## src/rtl/irq_arbiter_if.sv

```systemverilog
// irq_arbiter_if: source lines, configuration port and claim/complete handshake
// between the SoC/core side (master) and the interrupt arbiter (slave).
interface irq_arbiter_if #(
    parameter int unsigned NUM_SRC = 16,
    parameter int unsigned PRIO_W  = 3
);
    logic [NUM_SRC-1:0] src_irq_i;
    logic               cfg_we_i;
    logic [7:0]         cfg_idx_i;
    logic               cfg_en_i;
    logic [PRIO_W-1:0]  cfg_prio_i;
    logic               claim_i;
    logic               complete_i;
    logic [7:0]         complete_id_i;
    logic               irq_req_o;
    logic [7:0]         irq_id_o;
    logic [7:0]         active_id_o;
    logic               complete_err_o;

    modport master (
        output src_irq_i, cfg_we_i, cfg_idx_i, cfg_en_i, cfg_prio_i,
        output claim_i, complete_i, complete_id_i,
        input  irq_req_o, irq_id_o, active_id_o, complete_err_o
    );

    modport slave (
        input  src_irq_i, cfg_we_i, cfg_idx_i, cfg_en_i, cfg_prio_i,
        input  claim_i, complete_i, complete_id_i,
        output irq_req_o, irq_id_o, active_id_o, complete_err_o
    );
endinterface

```

## src/rtl/irq_arbiter.sv

```systemverilog
// irq_arbiter: arbitrates NUM_SRC interrupt sources into one request/ID pair,
// serialised by a claim/complete handshake (one interrupt in flight, no nesting).
// Optional macro IRQ_EDGE_TRIG_EN: gateways fire on rising edges instead of levels.
module irq_arbiter #(
    parameter int unsigned NUM_SRC = 16,
    parameter int unsigned PRIO_W  = 3
) (
    input logic          clk,
    input logic          rst_n,
    irq_arbiter_if.slave bus
);
    localparam int unsigned ID_W = 8;

    typedef enum logic [2:0] {
        S_IDLE    = 3'b001,
        S_REQ     = 3'b010,
        S_SERVICE = 3'b100
    } state_e;

    state_e                         state_q, state_d;
    logic [NUM_SRC-1:0]             pend_q, pend_d;
    logic [NUM_SRC-1:0]             insvc_q, insvc_d;
    logic [NUM_SRC-1:0]             en_q, en_d;
    logic [NUM_SRC-1:0][PRIO_W-1:0] prio_q, prio_d;
    logic [PRIO_W-1:0]              thr_q, thr_d;
    logic                           req_q, req_d;
    logic                           err_q, err_d;
    logic [ID_W-1:0]                id_q, id_d;
    logic [ID_W-1:0]                act_q, act_d;

    logic [NUM_SRC-1:0] fire, elig, sel_req, sel_act, claim_mask, done_mask;
    logic               any_elig, req_elig;
    logic [ID_W-1:0]    win_id;
    logic [PRIO_W-1:0]  win_prio;

`ifdef IRQ_EDGE_TRIG_EN
    logic [NUM_SRC-1:0] src_prev_q, src_prev_d;

    assign src_prev_d = bus.src_irq_i;
    assign fire       = bus.src_irq_i & ~src_prev_q;

    // Previous line value per source for rising-edge detection
    always_ff @(posedge clk or negedge rst_n) begin
        if (!rst_n) src_prev_q <= '0;
        else        src_prev_q <= src_prev_d;
    end
`else
    assign fire = bus.src_irq_i;
`endif

    // Eligibility, winner (highest priority, lowest ID on ties) and ID decodes
    always_comb begin
        elig     = '0;
        sel_req  = '0;
        sel_act  = '0;
        win_id   = '0;
        win_prio = '0;
        for (int unsigned i = 0; i < NUM_SRC; i++) begin
            elig[i] = pend_q[i] & en_q[i] & (prio_q[i] > thr_q);
            if (elig[i] && (prio_q[i] > win_prio)) begin
                win_prio = prio_q[i];
                win_id   = ID_W'(i + 1);
            end
            sel_req[i] = (id_q == ID_W'(i + 1));
            sel_act[i] = (act_q == ID_W'(i + 1));
        end
        any_elig = |elig;
        req_elig = |(elig & sel_req);
    end

    // Handshake FSM: next state and registered outputs
    always_comb begin
        state_d    = state_q;
        req_d      = req_q;
        id_d       = id_q;
        act_d      = act_q;
        err_d      = 1'b0;
        claim_mask = '0;
        done_mask  = '0;
        case (state_q)
            S_IDLE: begin
                req_d = 1'b0;
                err_d = bus.complete_i;
                if (any_elig) begin
                    id_d    = win_id;
                    req_d   = 1'b1;
                    state_d = S_REQ;
                end
            end
            S_REQ: begin
                err_d = bus.complete_i;
                if (bus.claim_i) begin
                    claim_mask = sel_req;
                    act_d      = id_q;
                    req_d      = 1'b0;
                    state_d    = S_SERVICE;
                end else if (!req_elig) begin
                    req_d   = 1'b0;
                    id_d    = '0;
                    state_d = S_IDLE;
                end
            end
            S_SERVICE: begin
                if (bus.complete_i) begin
                    if (bus.complete_id_i == act_q) begin
                        done_mask = sel_act;
                        act_d     = '0;
                        id_d      = '0;
                        state_d   = S_IDLE;
                    end else begin
                        err_d = 1'b1;
                    end
                end
            end
            default: begin
                req_d   = 1'b0;
                id_d    = '0;
                act_d   = '0;
                state_d = S_IDLE;
            end
        endcase
    end

    // Gateway, pending/in-service bookkeeping and configuration writes
    always_comb begin
        pend_d  = (pend_q | (fire & ~insvc_q)) & ~claim_mask;
        insvc_d = (insvc_q | claim_mask) & ~done_mask;
        en_d    = en_q;
        prio_d  = prio_q;
        thr_d   = thr_q;
        if (bus.cfg_we_i) begin
            if (bus.cfg_idx_i == '0) begin
                thr_d = bus.cfg_prio_i;
            end
            for (int unsigned i = 0; i < NUM_SRC; i++) begin
                if (bus.cfg_idx_i == ID_W'(i + 1)) begin
                    en_d[i]   = bus.cfg_en_i;
                    prio_d[i] = bus.cfg_prio_i;
                end
            end
        end
    end

    // State and data registers
    always_ff @(posedge clk or negedge rst_n) begin
        if (!rst_n) begin
            state_q <= S_IDLE;
            pend_q  <= '0;
            insvc_q <= '0;
            en_q    <= '0;
            prio_q  <= '0;
            thr_q   <= '0;
            req_q   <= 1'b0;
            err_q   <= 1'b0;
            id_q    <= '0;
            act_q   <= '0;
        end else begin
            state_q <= state_d;
            pend_q  <= pend_d;
            insvc_q <= insvc_d;
            en_q    <= en_d;
            prio_q  <= prio_d;
            thr_q   <= thr_d;
            req_q   <= req_d;
            err_q   <= err_d;
            id_q    <= id_d;
            act_q   <= act_d;
        end
    end

    assign bus.irq_req_o      = req_q;
    assign bus.irq_id_o       = id_q;
    assign bus.active_id_o    = act_q;
    assign bus.complete_err_o = err_q;
endmodule

```

## src/flat_wrapper.sv

```systemverilog
// flat-port wrapper written by rule: the top's interface ports become plain ports
module irq_arbiter_flat 
#(
    parameter int unsigned NUM_SRC = 16,
    parameter int unsigned PRIO_W  = 3
)
  (clk, rst_n, bus_src_irq_i, bus_cfg_we_i, bus_cfg_idx_i, bus_cfg_en_i, bus_cfg_prio_i, bus_claim_i, bus_complete_i, bus_complete_id_i, bus_irq_req_o, bus_irq_id_o, bus_active_id_o, bus_complete_err_o);
  irq_arbiter_if #(.NUM_SRC(NUM_SRC), .PRIO_W(PRIO_W)) bus_i ();
  input logic clk;
  input logic rst_n;
  input wire logic [$bits(bus_i.src_irq_i)-1:0] bus_src_irq_i;
  input wire logic [$bits(bus_i.cfg_we_i)-1:0] bus_cfg_we_i;
  input wire logic [$bits(bus_i.cfg_idx_i)-1:0] bus_cfg_idx_i;
  input wire logic [$bits(bus_i.cfg_en_i)-1:0] bus_cfg_en_i;
  input wire logic [$bits(bus_i.cfg_prio_i)-1:0] bus_cfg_prio_i;
  input wire logic [$bits(bus_i.claim_i)-1:0] bus_claim_i;
  input wire logic [$bits(bus_i.complete_i)-1:0] bus_complete_i;
  input wire logic [$bits(bus_i.complete_id_i)-1:0] bus_complete_id_i;
  output wire logic [$bits(bus_i.irq_req_o)-1:0] bus_irq_req_o;
  output wire logic [$bits(bus_i.irq_id_o)-1:0] bus_irq_id_o;
  output wire logic [$bits(bus_i.active_id_o)-1:0] bus_active_id_o;
  output wire logic [$bits(bus_i.complete_err_o)-1:0] bus_complete_err_o;
  assign bus_i.src_irq_i = bus_src_irq_i;
  assign bus_i.cfg_we_i = bus_cfg_we_i;
  assign bus_i.cfg_idx_i = bus_cfg_idx_i;
  assign bus_i.cfg_en_i = bus_cfg_en_i;
  assign bus_i.cfg_prio_i = bus_cfg_prio_i;
  assign bus_i.claim_i = bus_claim_i;
  assign bus_i.complete_i = bus_complete_i;
  assign bus_i.complete_id_i = bus_complete_id_i;
  assign bus_irq_req_o = bus_i.irq_req_o;
  assign bus_irq_id_o = bus_i.irq_id_o;
  assign bus_active_id_o = bus_i.active_id_o;
  assign bus_complete_err_o = bus_i.complete_err_o;
  irq_arbiter #(.NUM_SRC(NUM_SRC), .PRIO_W(PRIO_W)) u_core (.clk(clk), .rst_n(rst_n), .bus(bus_i));
endmodule
```

## config.mk

```make
export PLATFORM = sky130hd
export DESIGN_NAME = irq_arbiter_flat
export DESIGN_NICKNAME = d
export VERILOG_FILES = /design/src/rtl/irq_arbiter_if.sv /design/src/rtl/irq_arbiter.sv /design/src/flat_wrapper.sv
export SDC_FILE = /design/constraint.sdc
export NUM_CORES = 1
export LEC_CHECK = 0
export ABC_AREA = 1
export BUFFER_PORTS_ARGS = -buffer_cell sky130_fd_sc_hd__buf_4
export CAP_MARGIN = 10
export CORE_MARGIN = 1.5
export CORE_UTILIZATION = 35
export CTS_CLUSTER_DIAMETER = 120
export DETAILED_ROUTE_END_ITERATION = 12
export PLACE_DENSITY = 0.5
export SYNTH_ARGS = -nofsm -noshare
export SYNTH_HDL_FRONTEND = slang
export SYNTH_SLANG_ARGS = --single-unit
```

## constraint.sdc

```tcl
create_clock -name clk -period 22.5 [get_ports clk]
set_clock_uncertainty 0.2 [all_clocks]
set_input_delay 4.5 -clock clk [delete_from_list [all_inputs] [get_ports clk]]
set_output_delay 4.5 -clock clk [all_outputs]
set_load 0.01 [all_outputs]
```

==> results of run 1 <==
[cell usage in the layout, fill, tap and decap left out, types with 22 or more instances in the layout]
cell type,synthesis,final
nand3_1,40,40
nand2_1,226,226
buf_4,6,56
a21oi_1,52,52
nor2_1,65,65
nand4_1,35,35
ha_1,71,71
nand2_2,22,22
dfrtp_1,113,113
inv_1,130,130
o21ai_0,103,103
[final cells by class]
type	instances	area [um2]	area share, %
clock buffer	18	439	4.85
inverter	132	495	5.47
timing repair buffer	56	420	4.64
tap	280	350	3.87
sequential	114	2850	31.5
multi-input combinational	748	4360	48.2
clock inverter	14	133	1.47
[worst max path at each step]
stage	from	to	slack [ns]
3_5_place_dp	u_core.prio_q[2]	u_core.bus.irq_id_o[1]	4.28
4_1_cts	u_core.prio_q[2]	u_core.bus.irq_id_o[2]	4.17
3_3_place_gp	u_core.thr_q[2]	u_core.bus.irq_id_o[2]	4.61
5_1_grt	u_core.thr_q[2]	u_core.bus.irq_id_o[2]	2.40
2_1_floorplan	u_core.thr_q[2]	u_core.bus.irq_id_o[1]	5.46
6_report	u_core.prio_q[2]	u_core.bus.irq_id_o[2]	4.18
[through the flow]
step,setup slack (ns),hold WS (ns),cells
after floorplan,5.46,0.253,1007
after global placement,4.61,0.267,1330
after detailed placement,4.28,0.275,1330
after CTS,4.17,0.289,1362
after global routing,2.40,0.306,1362
final,4.18,0.287,1362
[power breakdown]
| part | total [mW] | internal, mW | switching [mW] |
|---|---|---|---|
| sequential | 0.223 | 0.215 | 0.00769 |
| clock | 0.264 | 0.156 | 0.108 |
| combinational | 0.0923 | 0.0319 | 0.0604 |
[routing by layer]
metal	global-route usage [%]	routed length, um	share of wire (%)
met1	29.7	11700	51
met2	32.4	10200	44
met3	3.62	936	4.0
met4	5.55	291	1.3
met5	0	0	0
[logic make-up (layout without fill, tap and decap cells)]
| group | Yosys count | count (layout) |
|---|---|---|
| AO/OA/AOI/OAI | 212 | 212 |
| XOR/XNOR | 1 | 1 |
| flip-flops | 114 | 114 |
| other | 1 | 6 |
| AND/OR/NAND/NOR | 458 | 458 |
| buffers and inverters | 145 | 220 |
| adder cells (fa/ha/maj) | 71 | 71 |
[sequential cells by signal, summed over array words and instances (netlist names)]
register,flops
u_core.bus.irq_req_o,1
u_core.prio_q,48
u_core.bus.irq_id_o,5
u_core.state_q,3
u_core.en_q,16
u_core.insvc_q,16
u_core.pend_q,16
u_core.bus.active_id_o,5
u_core.bus.complete_err_o,1
u_core.thr_q,3
[critical path: cells and delay by family (launching register included)]
family / cells / cell delay [ns]
compound gates: 25 / 3.81
fa+ha+maj: 16 / 4.37
buf+inv: 4 / 0.44
flops: 1 / 0.41
simple gates: 68 / 9.01
==> summary.md, run 1 <==
| Metric | Value |
|---|---|
| RSZ-0062 raised after global routing | `false` |
| Synth area leaders | `dfrtp_1 (36%), ha_1 (11%), nand2_1 (11%), o21ai_0 (6.6%), inv_1 (6.3%)` |
| WS Path Type | `reg -> reg` |
| Area after DPL | `8480 um2` |
| CTS Hold Buffers Added | `0` |
| Post-Synth XOR/XNOR Area | `0.113%` |
| Setup Total Neg Slack | `0 ns` |
| R2R setup slack | `4.18 ns` |
| Area of the core | `21800 um2` |
| Mean Syn Cell Area | `7.75 um2` |
| Post-synthesis mux area share | `0%` |
| Top-count cell post-synth | `nand2_1` |
| Die area | `23100 um2` |
| Post-cts resize count | `0` |
| Max Clk Rate | `54.6 MHz` |
| Worst hold endpoint | `u_core.prio_q[3]` |
| Overall routing resource usage | `20.8%` |
| Longest Clk Path Bufs | `2` |
| Count of cell types in the netlist | `45` |
| P&R area growth vs syn | `16.6%` |
| Setup violators final | `0` |
| GRT overflow | `0` |
| Post-Synth Adder-Cell Area | `11.4%` |
| Vias in the first global route | `6671` |
| Total Power | `0.579 mW` |
| CTS H-tree depth | `4` |
| Post-synth EDFFs | `0` |
| Hold wc startpoint | `u_core.prio_q[3]` |
| Row count | `54` |
| Final Cycle Share | `81.4%` |
| Slew Viols, Final | `0` |
| Hold depth | `2` |
| R2R depth | `113` |
| Reg-to-Reg Start | `u_core.prio_q[2]` |
| CTS sink cnt | `114` |
| Placer Congestion | `0.840` |
| Hpwl dp | `17700 um` |
| Slowest-stage cell, CP | `nor3_1` |
| Critical path arrival | `18.48 ns` |
| Largest family of logic cells by synthesized area | `simple AND/OR/NAND/NOR gates` |
| Seq/Total Area, Yosys | `36.8%` |
| Diodes inserted | `0` |
| Post-route DRC | `0` |
| Slew HR | `40.5%` |
| Most used DFF post-synth | `dfrtp_1` |
| Clk_lat worst skew | `0.42 ns` |
| CTS buffer count | `17` |
| Initial antenna violation count | `0` |
| Peak supply drop | `0.0000469 V` |
| WL/cell | `17.0 um` |
| Most frequent CP cell | `ha_1` |
| Required @ worst endpoint | `22.66 ns` |
| Max incr delay on CP | `0.42 ns` |
| Drt first-iter violations | `341` |
| Die Height | `152 um` |
| Status | `finished, final reports clean` |
| Vias/cell | `5.05` |
| Postcts setup bufs | `0` |
| Initial Util | `35.7%` |
| Final Hold Fails | `0` |
| Post-synth top area share | `36.4%` |
| Largest net degree at the start of global routing | `59` |
| I/O pin total | `59` |
| Vias | `6881` |
| Worst-path maximum fanout | `9` |
| Clock edge transition at the registers on the reported setup and hold paths | `0.06 ns` |
| WL final | `23100 um` |
| Nets | `1181` |
| Design area | `9050 um2` |
| First-pass GRT wire length | `37200 um` |
| Ys Warns | `0` |
| R2R Path End | `u_core.bus.irq_id_o[2]` |
| Routed Antenna Nets | `0` |
| Leak | `4.39 nW` |
| Fin util | `41.6%` |
| Slew @ Worst Pin | `0.884 ns` |
| Crit path launch type | `flop` |
| Async SR Flop Fraction | `100%` |
| Critical path capture point type | `flop` |
| CTS Root Buffer Type | `clkbuf_16` |
| Die Wd | `152 um` |
| Synth Area in Simple Gates | `28.8%` |
| Post-synthesis cell area | `7760 um2` |
| Fillers | `2302` |
| CTS tree | `yes` |
| Crit path time final | `18.32 ns` |
| Synth area leader | `dfrtp_1` |
| HP Class | `reg -> reg` |
| TritonRoute pass-1 iters | `5` |
| Max-Cap Viols | `0` |
| Port buffer count | `52` |
| Cells after synthesis | `1002` |
| Compound-Gate Fraction of Synth Area | `15.5%` |
| Layout cells sized above 1 | `14.7%` |
| PwrDens | `64.0 nW/um2` |
| Post-synth top cells | `nand2_1 (226), inv_1 (130), dfrtp_1 (113)` |
| Synth Register Bits | `114` |
Note: power is estimated with default switching activity, not from simulation.
==> run 2: changes to the inputs <==
- PLACE_DENSITY: 0.5 -> 0.52
- clock period: 22.5 -> 15.6 ns (I/O delays scaled with it)
==> run 2 against run 1 <==
The run now ends with negative setup slack left. Sequential power rose by 44%. Die area did not move. Final cell count rose by 5.1%. Combinational power rose by 61%. Sequential share of layout area fell by 2.6 points. Worst hold slack got worse by 0.0016 ns. Setup slack got worse by 4.8 ns. Clock power rose by 41%. Critical path type unchanged.
==> summary.md, run 2 (same netlist as run 1, synthesis figures left out) <==
| Metric | Value |
|---|---|
| Status | `finished, violations left` |
| Violated checks | `negative setup slack` |
| Critical path capture point type | `flop` |
| Largest register by flop count | `u_core.prio_q` |
| Peak supply drop | `0.0000636 V (+36%)` |
| CTS Root Buffer Type | `clkbuf_16` |
| Crit path launch type | `flop` |
| Clock edge transition at the registers on the reported setup and hold paths | `0.06 ns (about the same)` |
| TritonRoute pass-1 iters | `5 (unchanged)` |
| Required @ worst endpoint | `15.77 ns (-6.89 ns)` |
| Routed Antenna Nets | `0 (unchanged)` |
| Commonest non-fill, non-tap cell in the layout | `nand2_1` |
| CTS tree | `yes` |
| WS Path Type | `reg -> reg` |
| Clock power frac | `44.2% (-1.4 points)` |
| Vias in the first global route | `6973 (+4.5%)` |
| Overall routing resource usage | `21.4% (+0.59 points)` |
| Initial Util | `35.7% (unchanged)` |
| Worst-path maximum fanout | `6 (-3)` |
| GRT overflow | `0 (unchanged)` |
| Slowest-stage cell, CP | `dfrtp_1` |
| Slew HR | `34.6% (-5.9 points)` |
| Longest Clk Path Bufs | `2 (unchanged)` |
| Max-Cap Viols | `0 (unchanged)` |
| Vias | `7199 (+4.6%)` |
| Largest net degree at the start of global routing | `62 (+5.1%)` |
| Sw Pwr | `0.249 mW (+41%)` |
| PwrDens | `85.5 nW/um2 (+33%)` |
| Max FFs per register | `48 (unchanged)` |
| Slew Viols, Final | `0 (unchanged)` |
| I/O pin total | `59 (unchanged)` |
| Leak | `4.78 nW (+8.8%)` |
| Initial antenna violation count | `0 (unchanged)` |
| Int Pwr | `0.595 mW (+48%)` |
| Setup ws final | `-0.612 ns (-4.79 ns)` |
| CTS buffer count | `17 (unchanged)` |
| Placer Congestion | `0.854 (+1.6%)` |
| Post-route DRC | `0 (unchanged)` |
| Row count | `54 (unchanged)` |
| Area of the core | `21800 um2 (unchanged)` |
| Fillers | `2221 (-3.5%)` |
| Max Clk Rate | `61.7 MHz (+13%)` |
| Critical path arrival | `16.38 ns (-2.10 ns)` |
| Clk_lat worst skew | `0.43 ns (about the same)` |
| Dpl cells | `1373 (+3.2%)` |
| Most frequent CP cell | `nand2_2` |
| Port buffer count | `52 (unchanged)` |
| Final Hold Fails | `0 (unchanged)` |
| CTS H-tree depth | `4 (unchanged)` |
| Crit path time final | `16.21 ns (-2.11 ns)` |
| Diodes inserted | `0 (unchanged)` |
| HP Class | `reg -> reg` |
| Sw Share | `29.5% (-0.91 points)` |
| Post-Layout Cell Count | `1431 (+5.1%)` |
| Seq pwr share | `38.2% (-0.3 points)` |
| WL final | `24300 um (+4.9%)` |
| P&R area growth vs syn | `27.2%` |
| Hpwl dp | `17900 um (+1.1%)` |
| Comb pwr share | `17.6% (+1.7 points)` |
| Final Cycle Share | `104% (+23 points)` |
| Die area | `23100 um2 (unchanged)` |
| Commonest cells after routing, fill and taps aside | `nand2_1 (204), buf_4 (126), inv_1 (125)` |
| Nets | `1251 (+5.9%)` |
| Layout cells sized above 1 | `25.4% (+11 points)` |
| Max incr delay on CP | `0.39 ns (-0.03 ns)` |
| RSZ-0062 raised after global routing | `true` |
| Setup violators final | `5 (+5)` |
| Die Wd | `152 um (unchanged)` |
| Die Height | `152 um (unchanged)` |
| DP Worst Slack | `-0.707 ns (-4.99 ns)` |
| CTS sink cnt | `114 (unchanged)` |
| First-pass GRT wire length | `38300 um (+3.0%)` |
| Slew @ Worst Pin | `0.980 ns (+0.0959 ns)` |
| Drt first-iter violations | `378 (+11%)` |
| WL/cell | `17.0 um (-0.20%)` |
| Vias/cell | `5.03 (-0.42%)` |
==> run 2: cell count changes in the layout (fill, tap and decap cells not counted), sizes merged <==
cell / previous run / this run
clkinv: 8 / 6
clkbuf: 18 / 25
inv: 134 / 129
clkinvlp: 3 / 2
buf: 56 / 126
==> run 2: path summary, 6_finish.rpt <==
path | start | end | depth (start not counted) | slack, ns
setup / recovery | u_core.thr_q[2] | u_core.bus.irq_id_o[3] | 116 | -0.61
hold / removal | u_core.prio_q[36] | u_core.prio_q[36] | 2 | 0.29
setup reg to reg | u_core.thr_q[2] | u_core.bus.irq_id_o[3] | 116 | -0.61
hold reg to reg | u_core.prio_q[36] | u_core.prio_q[36] | 2 | 0.29
max in group asynchronous | rst_n | u_core.prio_q[19] | 2 | 11.37
min in group asynchronous | rst_n | u_core.bus.complete_err_o | 1 | 2.53
==> run 2: final cells by class <==
cell class | instances | area, um2 | share of cell area (%)
Clock buffer | 25 | 485 | 4.92
Multi-Input combinational cell | 748 | 4680 | 47.4
Sequential cell | 114 | 2850 | 28.9
Timing Repair Buffer | 126 | 946 | 9.58
Tap cell | 280 | 350 | 3.55
Inverter | 132 | 503 | 5.09
Clock inverter | 6 | 55.1 | 0.558
==> run 2: per-layer routing <==
metal | vias up | part of all wire [%] | global-route usage [%]
met5 | - | 0 | 0
met4 | 0 | 1.8 | 6.89
met3 | 30 | 3.2 | 3.76
met2 | 119 | 45 | 32.9
met1 | 3397 | 50 | 30.4
li1 | 3653 | - | -
==> run 2: power groups by stage <==
| stage | logic (mW) | registers (mW) | clock network (mW) |
|---|---|---|---|
| final | 0.149 | 0.322 | 0.373 |
| after global routing | 0.168 | 0.324 | 0.390 |
| after CTS | 0.144 | 0.322 | 0.377 |
| after detailed placement | 0.142 | 0.326 | 0 |
| after global placement | 0.140 | 0.327 | 0 |
| after floorplan | 0.0895 | 0.325 | 0 |
==> run 2: stage by stage <==
stage / area, um2 / hold WS [ns] / TNS (ns) / total power [mW] / util, %
after global placement: 8920 / 0.267 / -1.41 / 0.466 / 41.0
after floorplan: 7900 / 0.253 / -1.27 / 0.415 / -
after global routing: 9870 / 0.302 / -7.88 / 0.882 / 45.4
after detailed placement: 8920 / 0.276 / -3.27 / 0.468 / 41.0
after CTS: 9640 / 0.289 / -2.66 / 0.842 / 44.3
final: 9870 / 0.286 / -2.92 / 0.844 / 45.4
==> run 2: timing repair <==
action / 4_1_cts / 5_1_grt
pin swaps: 21 / 23
buffers inserted: 16 / 11
setup endpoints to repair: 5 / 5
hold buffers: 0 / 0
gates resized for setup: 14 / 40
==> run 2: critical path: cells and delay by family (launching register included) <==
family / cells / cell delay [ns]
flip-flops: 1 / 0.39
buffers and inverters: 5 / 0.44
adder cells (fa/ha/maj): 16 / 4.30
AO/OA/AOI/OAI: 24 / 2.66
AND/OR/NAND/NOR: 71 / 8.18
